<file path="config.mk">
export PLATFORM = sky130hd
export DESIGN_NAME = byte_stripe_sched_flat
export DESIGN_NICKNAME = d
export VERILOG_FILES = /design/src/rtl/byte_stripe_pkg.sv /design/src/rtl/byte_stripe_if.sv /design/src/rtl/byte_stripe_skp_timer.sv /design/src/rtl/byte_stripe_sched.sv /design/src/flat_wrapper.sv
export SDC_FILE = /design/constraint.sdc
export NUM_CORES = 1
export LEC_CHECK = 0
export CORE_MARGIN = 3
export CORE_UTILIZATION = 41
export DETAILED_ROUTE_END_ITERATION = 16
export GPL_TIMING_DRIVEN = 0
export PLACE_DENSITY = 0.72
export SYNTH_ARGS = -nofsm -noshare
export SYNTH_HDL_FRONTEND = slang
export SYNTH_SLANG_ARGS = --single-unit
export TNS_END_PERCENT = 20
</file>
<file path="constraint.sdc">
create_clock -name CLK -period 1.4 [get_ports CLK]
set_input_delay 0.21 -clock CLK [delete_from_list [all_inputs] [get_ports CLK]]
set_output_delay 0.21 -clock CLK [all_outputs]
set_load 0.02 [all_outputs]
</file>
<file path="src/rtl/byte_stripe_pkg.sv">
// byte_stripe_pkg: shared definitions for the byte-striping scheduler.
//   - K-symbol byte codes used on the lane stream
//   - scheduler state enum
//   - lane_w(): width of the lane-select field for a given lane count
package byte_stripe_pkg;

  localparam logic [7:0] K_STP = 8'hFB;
  localparam logic [7:0] K_SDP = 8'h5C;
  localparam logic [7:0] K_END = 8'hFD;
  localparam logic [7:0] K_EDB = 8'hFE;
  localparam logic [7:0] K_COM = 8'hBC;
  localparam logic [7:0] K_SKP = 8'h1C;
  localparam logic [7:0] K_IDL = 8'h7C;
  localparam logic [7:0] K_PAD = 8'hF7;

  typedef enum logic [1:0] {
    IDLE = 2'd0,
    DATA = 2'd1,
    PAD  = 2'd2,
    SKIP = 2'd3
  } state_t;

  // A single-lane build still carries a 1-bit (always zero) lane select.
  function automatic int lane_w(input int lanes);
    return (lanes > 1) ? $clog2(lanes) : 1;
  endfunction

endpackage

</file>
<file path="src/rtl/byte_stripe_if.sv">
// byte_stripe_if: framed-byte input handshake plus lane-sequenced output.
//   IN_VALID/IN_D/IN_DK  framed byte offered by the framer
//   IN_READY             scheduler takes the byte this cycle
//   OUT_VALID/OUT_D/OUT_DK byte for lane LANE_SEL
//   LANE_SEL             destination lane of the current output byte
//   SYM_DONE             high on the last lane of each symbol time
//   ERR                  one-cycle framing-error pulse
// Modports: master = framer/consumer side, slave = scheduler.
interface byte_stripe_if
  import byte_stripe_pkg::*;
#(
  parameter int LANES = 4
) ();
  localparam int LW = lane_w(LANES);

  logic          IN_VALID;
  logic [7:0]    IN_D;
  logic          IN_DK;
  logic          IN_READY;
  logic          OUT_VALID;
  logic [7:0]    OUT_D;
  logic          OUT_DK;
  logic [LW-1:0] LANE_SEL;
  logic          SYM_DONE;
  logic          ERR;

  modport master (
    output IN_VALID, IN_D, IN_DK,
    input  IN_READY, OUT_VALID, OUT_D, OUT_DK, LANE_SEL, SYM_DONE, ERR
  );

  modport slave (
    input  IN_VALID, IN_D, IN_DK,
    output IN_READY, OUT_VALID, OUT_D, OUT_DK, LANE_SEL, SYM_DONE, ERR
  );

endinterface

</file>
<file path="src/rtl/byte_stripe_skp_timer.sv">
// byte_stripe_skp_timer: SKP ordered-set request timer.
//   clk, rst     clock, synchronous active-high reset
//   sym_done     one pulse per completed symbol time
//   serve        scheduler is starting a SKIP sequence this cycle
//   pending      registered request flag
//   pending_nxt  value pending takes at the next edge (lets the scheduler
//                register IN_READY one cycle ahead)
// Every SKP_INTERVAL symbol times the flag is set; a new expiry wins over a
// simultaneous serve, and an expiry while already pending is absorbed.
module byte_stripe_skp_timer #(
  parameter int SKP_INTERVAL = 16
) (
  input  logic clk,
  input  logic rst,
  input  logic sym_done,
  input  logic serve,
  output logic pending,
  output logic pending_nxt
);
  localparam int CW = $clog2(SKP_INTERVAL);

  logic [CW-1:0] cnt;
  logic [CW-1:0] cnt_n;
  logic          expire;

  always_comb begin
    expire      = sym_done && (cnt == CW'(SKP_INTERVAL - 1));
    cnt_n       = cnt;
    if (sym_done) begin
      cnt_n = expire ? '0 : cnt + 1'b1;
    end
    pending_nxt = expire | (pending & ~serve);
  end

  always_ff @(posedge clk) begin
    if (rst) begin
      cnt     <= '0;
      pending <= 1'b0;
    end else begin
      cnt     <= cnt_n;
      pending <= pending_nxt;
    end
  end

endmodule

</file>
<file path="src/rtl/byte_stripe_sched.sv">
// byte_stripe_sched: scheduler in front of the byte-striping datapath.
// Takes one framed byte per cycle and emits one byte per cycle to lane
// LANE_SEL: packets start on lane 0, tails are padded to the symbol-time
// boundary, gaps carry IDL, and (optionally) SKP ordered sets are inserted.
//   CLK, RESET  clock, synchronous active-high reset
//   bus         byte_stripe_if.slave (input handshake + lane output)
// Optional build macro BYTE_STRIPE_SKP_INSERT_EN: adds the SKP timer and
// SKIP state (COM symbol then three SKP symbols). Without it SKIP is never
// entered and SKP_INTERVAL has no effect.
module byte_stripe_sched
  import byte_stripe_pkg::*;
#(
  parameter int LANES        = 4,
  parameter int SKP_INTERVAL = 16
) (
  input logic          CLK,
  input logic          RESET,
  byte_stripe_if.slave bus
);
  localparam int            LW        = lane_w(LANES);
  localparam logic [LW-1:0] LAST_LANE = LW'(LANES - 1);

  if (LANES < 1 || LANES > 16 || (LANES & (LANES - 1)) != 0) begin : g_bad_lanes
    $error("byte_stripe_sched: LANES must be a power of two in 1..16");
  end
  if (SKP_INTERVAL < 2) begin : g_bad_skp
    $error("byte_stripe_sched: SKP_INTERVAL must be at least 2");
  end

  state_t        state;
  state_t        state_n;
  state_t        tail_state;
  logic [LW-1:0] slot;
  logic          accept;
  logic          pending;
  logic          pending_nxt;
  logic [7:0]    d_n;
  logic          dk_n;
  logic          err_n;
  logic          in_ready_n;

  function automatic logic [LW-1:0] next_lane(input logic [LW-1:0] l);
    return (l == LAST_LANE) ? '0 : l + 1'b1;
  endfunction

`ifdef BYTE_STRIPE_SKP_INSERT_EN
  localparam int SKIP_LEN = 4 * LANES;
  localparam int SW       = $clog2(SKIP_LEN);

  logic [SW-1:0] skip_cnt;
  logic [SW-1:0] skip_cnt_n;
  logic          serve;

  // Request is cleared on the cycle the scheduler commits to SKIP.
  assign serve = (state_n == SKIP) && (state != SKIP);

  byte_stripe_skp_timer #(
    .SKP_INTERVAL(SKP_INTERVAL)
  ) u_skp_timer (
    .clk        (CLK),
    .rst        (RESET),
    .sym_done   (bus.SYM_DONE),
    .serve      (serve),
    .pending    (pending),
    .pending_nxt(pending_nxt)
  );

  assign tail_state = pending ? SKIP : IDLE;
`else
  assign pending     = 1'b0;
  assign pending_nxt = 1'b0;
  assign tail_state  = IDLE;
`endif

  // Lane of the byte produced at the coming edge; the first slot after reset
  // is lane 0.
  assign slot   = bus.OUT_VALID ? next_lane(bus.LANE_SEL) : '0;
  assign accept = bus.IN_VALID & bus.IN_READY;

  always_comb begin
    state_n = state;
    d_n     = K_IDL;
    dk_n    = 1'b1;
    err_n   = 1'b0;
`ifdef BYTE_STRIPE_SKP_INSERT_EN
    skip_cnt_n = skip_cnt;
`endif
    case (state)
      IDLE: begin
        if (accept) begin
          if (bus.IN_DK && (bus.IN_D == K_STP || bus.IN_D == K_SDP)) begin
            d_n     = bus.IN_D;
            state_n = DATA;
          end else begin
            err_n = 1'b1;
          end
        end
`ifdef BYTE_STRIPE_SKP_INSERT_EN
        else if (pending && slot == '0) begin
          // First COM goes out now, so the SKIP counter starts at 1.
          d_n        = K_COM;
          state_n    = SKIP;
          skip_cnt_n = SW'(1);
        end
`endif
      end
      DATA: begin
        if (accept) begin
          d_n  = bus.IN_D;
          dk_n = bus.IN_DK;
          if (bus.IN_DK) begin
            if (bus.IN_D == K_END || bus.IN_D == K_EDB) begin
              state_n = (slot == LAST_LANE) ? tail_state : PAD;
            end else begin
              err_n = 1'b1;
            end
          end
        end else begin
          // Underrun: terminate the packet with EDB.
          d_n     = K_EDB;
          err_n   = 1'b1;
          state_n = (slot == LAST_LANE) ? tail_state : PAD;
        end
`ifdef BYTE_STRIPE_SKP_INSERT_EN
        skip_cnt_n = '0;
`endif
      end
      PAD: begin
        d_n = K_PAD;
        if (slot == LAST_LANE) begin
          state_n = tail_state;
        end
`ifdef BYTE_STRIPE_SKP_INSERT_EN
        skip_cnt_n = '0;
`endif
      end
`ifdef BYTE_STRIPE_SKP_INSERT_EN
      SKIP: begin
        d_n        = (skip_cnt < SW'(LANES)) ? K_COM : K_SKP;
        skip_cnt_n = skip_cnt + 1'b1;
        if (skip_cnt == SW'(SKIP_LEN - 1)) begin
          state_n = IDLE;
        end
      end
`endif
      default: state_n = IDLE;
    endcase

    // IN_READY is registered, so it is computed for the slot after this one.
    in_ready_n = (state_n == DATA) ||
                 (state_n == IDLE && next_lane(slot) == '0 && !pending_nxt);
  end

  always_ff @(posedge CLK) begin
    if (RESET) begin
      state         <= IDLE;
      bus.OUT_VALID <= 1'b0;
      bus.OUT_D     <= '0;
      bus.OUT_DK    <= 1'b0;
      bus.LANE_SEL  <= '0;
      bus.SYM_DONE  <= 1'b0;
      bus.ERR       <= 1'b0;
      bus.IN_READY  <= 1'b0;
`ifdef BYTE_STRIPE_SKP_INSERT_EN
      skip_cnt      <= '0;
`endif
    end else begin
      state         <= state_n;
      bus.OUT_VALID <= 1'b1;
      bus.OUT_D     <= d_n;
      bus.OUT_DK    <= dk_n;
      bus.LANE_SEL  <= slot;
      bus.SYM_DONE  <= (slot == LAST_LANE);
      bus.ERR       <= err_n;
      bus.IN_READY  <= in_ready_n;
`ifdef BYTE_STRIPE_SKP_INSERT_EN
      skip_cnt      <= skip_cnt_n;
`endif
    end
  end

endmodule

</file>
<file path="src/flat_wrapper.sv">
// flat-port wrapper written by rule: the top's interface ports become plain ports
module byte_stripe_sched_flat import byte_stripe_pkg::*;
#(
  parameter int LANES        = 4,
  parameter int SKP_INTERVAL = 16
)
  (CLK, RESET, bus_IN_VALID, bus_IN_D, bus_IN_DK, bus_IN_READY, bus_OUT_VALID, bus_OUT_D, bus_OUT_DK, bus_LANE_SEL, bus_SYM_DONE, bus_ERR);
  byte_stripe_if #(.LANES(LANES)) bus_i ();
  input logic CLK;
  input logic RESET;
  input wire logic [$bits(bus_i.IN_VALID)-1:0] bus_IN_VALID;
  input wire logic [$bits(bus_i.IN_D)-1:0] bus_IN_D;
  input wire logic [$bits(bus_i.IN_DK)-1:0] bus_IN_DK;
  output wire logic [$bits(bus_i.IN_READY)-1:0] bus_IN_READY;
  output wire logic [$bits(bus_i.OUT_VALID)-1:0] bus_OUT_VALID;
  output wire logic [$bits(bus_i.OUT_D)-1:0] bus_OUT_D;
  output wire logic [$bits(bus_i.OUT_DK)-1:0] bus_OUT_DK;
  output wire logic [$bits(bus_i.LANE_SEL)-1:0] bus_LANE_SEL;
  output wire logic [$bits(bus_i.SYM_DONE)-1:0] bus_SYM_DONE;
  output wire logic [$bits(bus_i.ERR)-1:0] bus_ERR;
  assign bus_i.IN_VALID = bus_IN_VALID;
  assign bus_i.IN_D = bus_IN_D;
  assign bus_i.IN_DK = bus_IN_DK;
  assign bus_IN_READY = bus_i.IN_READY;
  assign bus_OUT_VALID = bus_i.OUT_VALID;
  assign bus_OUT_D = bus_i.OUT_D;
  assign bus_OUT_DK = bus_i.OUT_DK;
  assign bus_LANE_SEL = bus_i.LANE_SEL;
  assign bus_SYM_DONE = bus_i.SYM_DONE;
  assign bus_ERR = bus_i.ERR;
  byte_stripe_sched #(.LANES(LANES), .SKP_INTERVAL(SKP_INTERVAL)) u_core (.CLK(CLK), .RESET(RESET), .bus(bus_i));
endmodule
</file>
==> results.toml <==
[status]
outcome = "finished clean"

[sta]
fmax_mhz = 738
finalHoldViolCount = 0
worst_slack_ps = 44.7
tightest_slew_ps = 403
final_max_slew_viol_count = 0
fin_skew_ps = 9.05
period_minus_slack_ps = 1360
slew_headroom_pct = 72.8
post-route-period-util_pct = 96.8
setup_violations = 0
rsz0062_at_grt = "no"

[die]
core_um2 = 1560
rows = 14
initial_utilization_pct = 45.3
die_w_um = 47.5
dieArea_um2 = 2260
io_pins = 27
die_y_um = 47.5

[drt]
wl_per_cell_um = 15.3
drtAntennaViolNets = 0
firstDrtPassIters = 4
top_layer_used = "met4"
dr_wl_met2_um = 861
vias = 685
drt-met1-wl_um = 793
met3WireLength_um = 135
drt_wl_total_um = 1840
via_per_inst = 5.71
drtIter0Drc = 13
drc = 0

[finish]
drive_gt1_share_pct = 14.4
layout_common_cells = "dfxtp_1 (16), dlygate4sd2_1 (15), nor2_1 (10), clkdlybuf4s50_1 (7), dlymetal6s2s_1 (4)"
fin_nets = 118
areaGrowthSynthToFinish_pct = 44.4
stdcell_count = 120
diodes = 0
fillers = 146
layout_commonest_cell = "dfxtp_1"
post-route-util_pct = 65.5

[global_route]
grt_max_degree = 11
grt_first_pass_wirelength_um = 2950
grt_usage_pct = 19.0
grt_overflow = 0
grt_pass1_vias = 656
grt_antenna_before_repair = 0

[clocking]
root_buffer = "clkbuf_4"
clock_sinks = 17
clkTransAtPathRegs_ps = 100
htree_levels = 1
worstSkewPairLatency_ps = 290
clockBufferDepth = 2
cts_buffers = 3
cts_tree = "done"
hold_buffers = 0

[placed_design]
gp_congestion = 0.791
portBuffers = 26
dp_hpwl_um = 1270
place_ws_ps = -347
placed_cells = 116

[logic_synthesis]
ys.flop_type = "dfxtp_1"
avgSynthCellArea_um2 = 9.55
yosysTopAreaCell = "dfxtp_1"
ys_ff_latch = 17
syn-num-nets = 87
synthCells = 74
yosys.area.top_type_share_pct = 48.1
synth_top_family_by_area = "simple AND/OR/NAND/NOR gates"
ys_warn_count = 0
async_flop_share_pct = 0
synthXorXnorAreaFrac_pct = 1.24
synth-simple-area-share_pct = 27.6
synth-compound-area-share_pct = 18.8
synth_cell_types = 32
ys_top_cells_by_area = "dfxtp_1 (48%), nor2_1 (5.3%), a211oi_1 (3.2%)"
synthMuxAreaShare_pct = 0
synth_fa_ha_area_share_pct = 1.77
ys_seq_area_share_pct = 48.1
synth_area_um2 = 707
synth_edf_count = 0

[power_and_ir_drop]
p_leak_nw = 0.471
peakVddDrop_v = 0.000535
p_per_area_nw_per_um2 = 873

[worst_setup_path]
crit_fanout = 9
startpoint_type = "register"
crit_arrival_ps = 1550
path_class = "register to register"
endpoint_kind = "register"
crit_required_ps = 1600

[min_path]
hold_path_class = "primary input to register"

[job]
cap_violations = 0
[layer usage]
layer / global-route usage, % / vias to the layer above
met4: 11.0 / 0
met2: 29.9 / 32
li1: - / 337
met3: 4.89 / 7
met5: 0 / -
met1: 23.3 / 309
[cell families after synthesis]
group | Yosys count
compound gates | 16
flops | 17
buf+inv | 4
fa+ha+maj | 1
simple gates | 35
xor+xnor | 1
[final cells by class]
cell class	count	area, µm²	area share [%]
multi-input cells	53	364	35.7
inverters	1	3.75	0.368
flip-flops and latches	17	342	33.5
plain buffers	3	13.8	1.35
clock buffers	4	26.3	2.57
repair buffers	26	251	24.6
well taps	16	20.0	1.96
[through the flow]
stage | instance area (µm²) | setup TNS [ps] | hold slack, ps | total power, mW
finish | 1020 | 0 | 308 | 0.892
global route | 1020 | 0 | 323 | 0.933
CTS | 1000 | -0.132 | 532 | 0.893
detailed placement | 987 | -3060 | 518 | 0.645
global placement | 987 | -2950 | 516 | 0.644
floorplan | 707 | 0 | 331 | 0.566
[power by group]
group          total [mW]  switching (mW)  internal (mW)
Sequential          0.506         0.00678          0.499
Combinational       0.121          0.0637         0.0568
Clock               0.266           0.155          0.111
[synth_stat cells (3+ instances only)]
master and number:
nor2_1 10, a211oi_1 3, nand2_1 3, nor3_1 3, dfxtp_1 17
[state kept, by name, indices dropped and copies added (netlist names)]
register / count
u_core.bus.ERR: 1
u_core.bus.IN_READY: 1
u_core.bus.LANE_SEL: 2
u_core.bus.OUT_D: 8
u_core.bus.OUT_DK: 1
u_core.bus.OUT_VALID: 1
u_core.bus.SYM_DONE: 1
u_core.state: 2
[final timing paths]
check,startpoint,to,slack [ps],cells after the start
setup reg to reg,u_core.bus.IN_READY,u_core.bus.OUT_D[5],40,4
setup / recovery,u_core.bus.IN_READY,u_core.bus.OUT_D[5],40,4
hold reg to reg,u_core.bus.OUT_VALID,u_core.bus.LANE_SEL[0],530,1
hold / removal,bus_IN_D[5],u_core.bus.OUT_D[5],310,2
[worst max-delay path: stages, from the launching register on]
cell	delay, ps
dfxtp_1	450
nand2_4	120
or2_1	240
clkbuf_1	170
o221a_2	290
[repair_timing]
| action | in CTS | in global routing |
|---|---|---|
| setup endpoints to repair | 17 | 3 |
| buffers inserted | 0 | 0 |
| pin swaps | 0 | 2 |
| resized for setup | 17 | 7 |
Power figures use the tool's default switching activity.
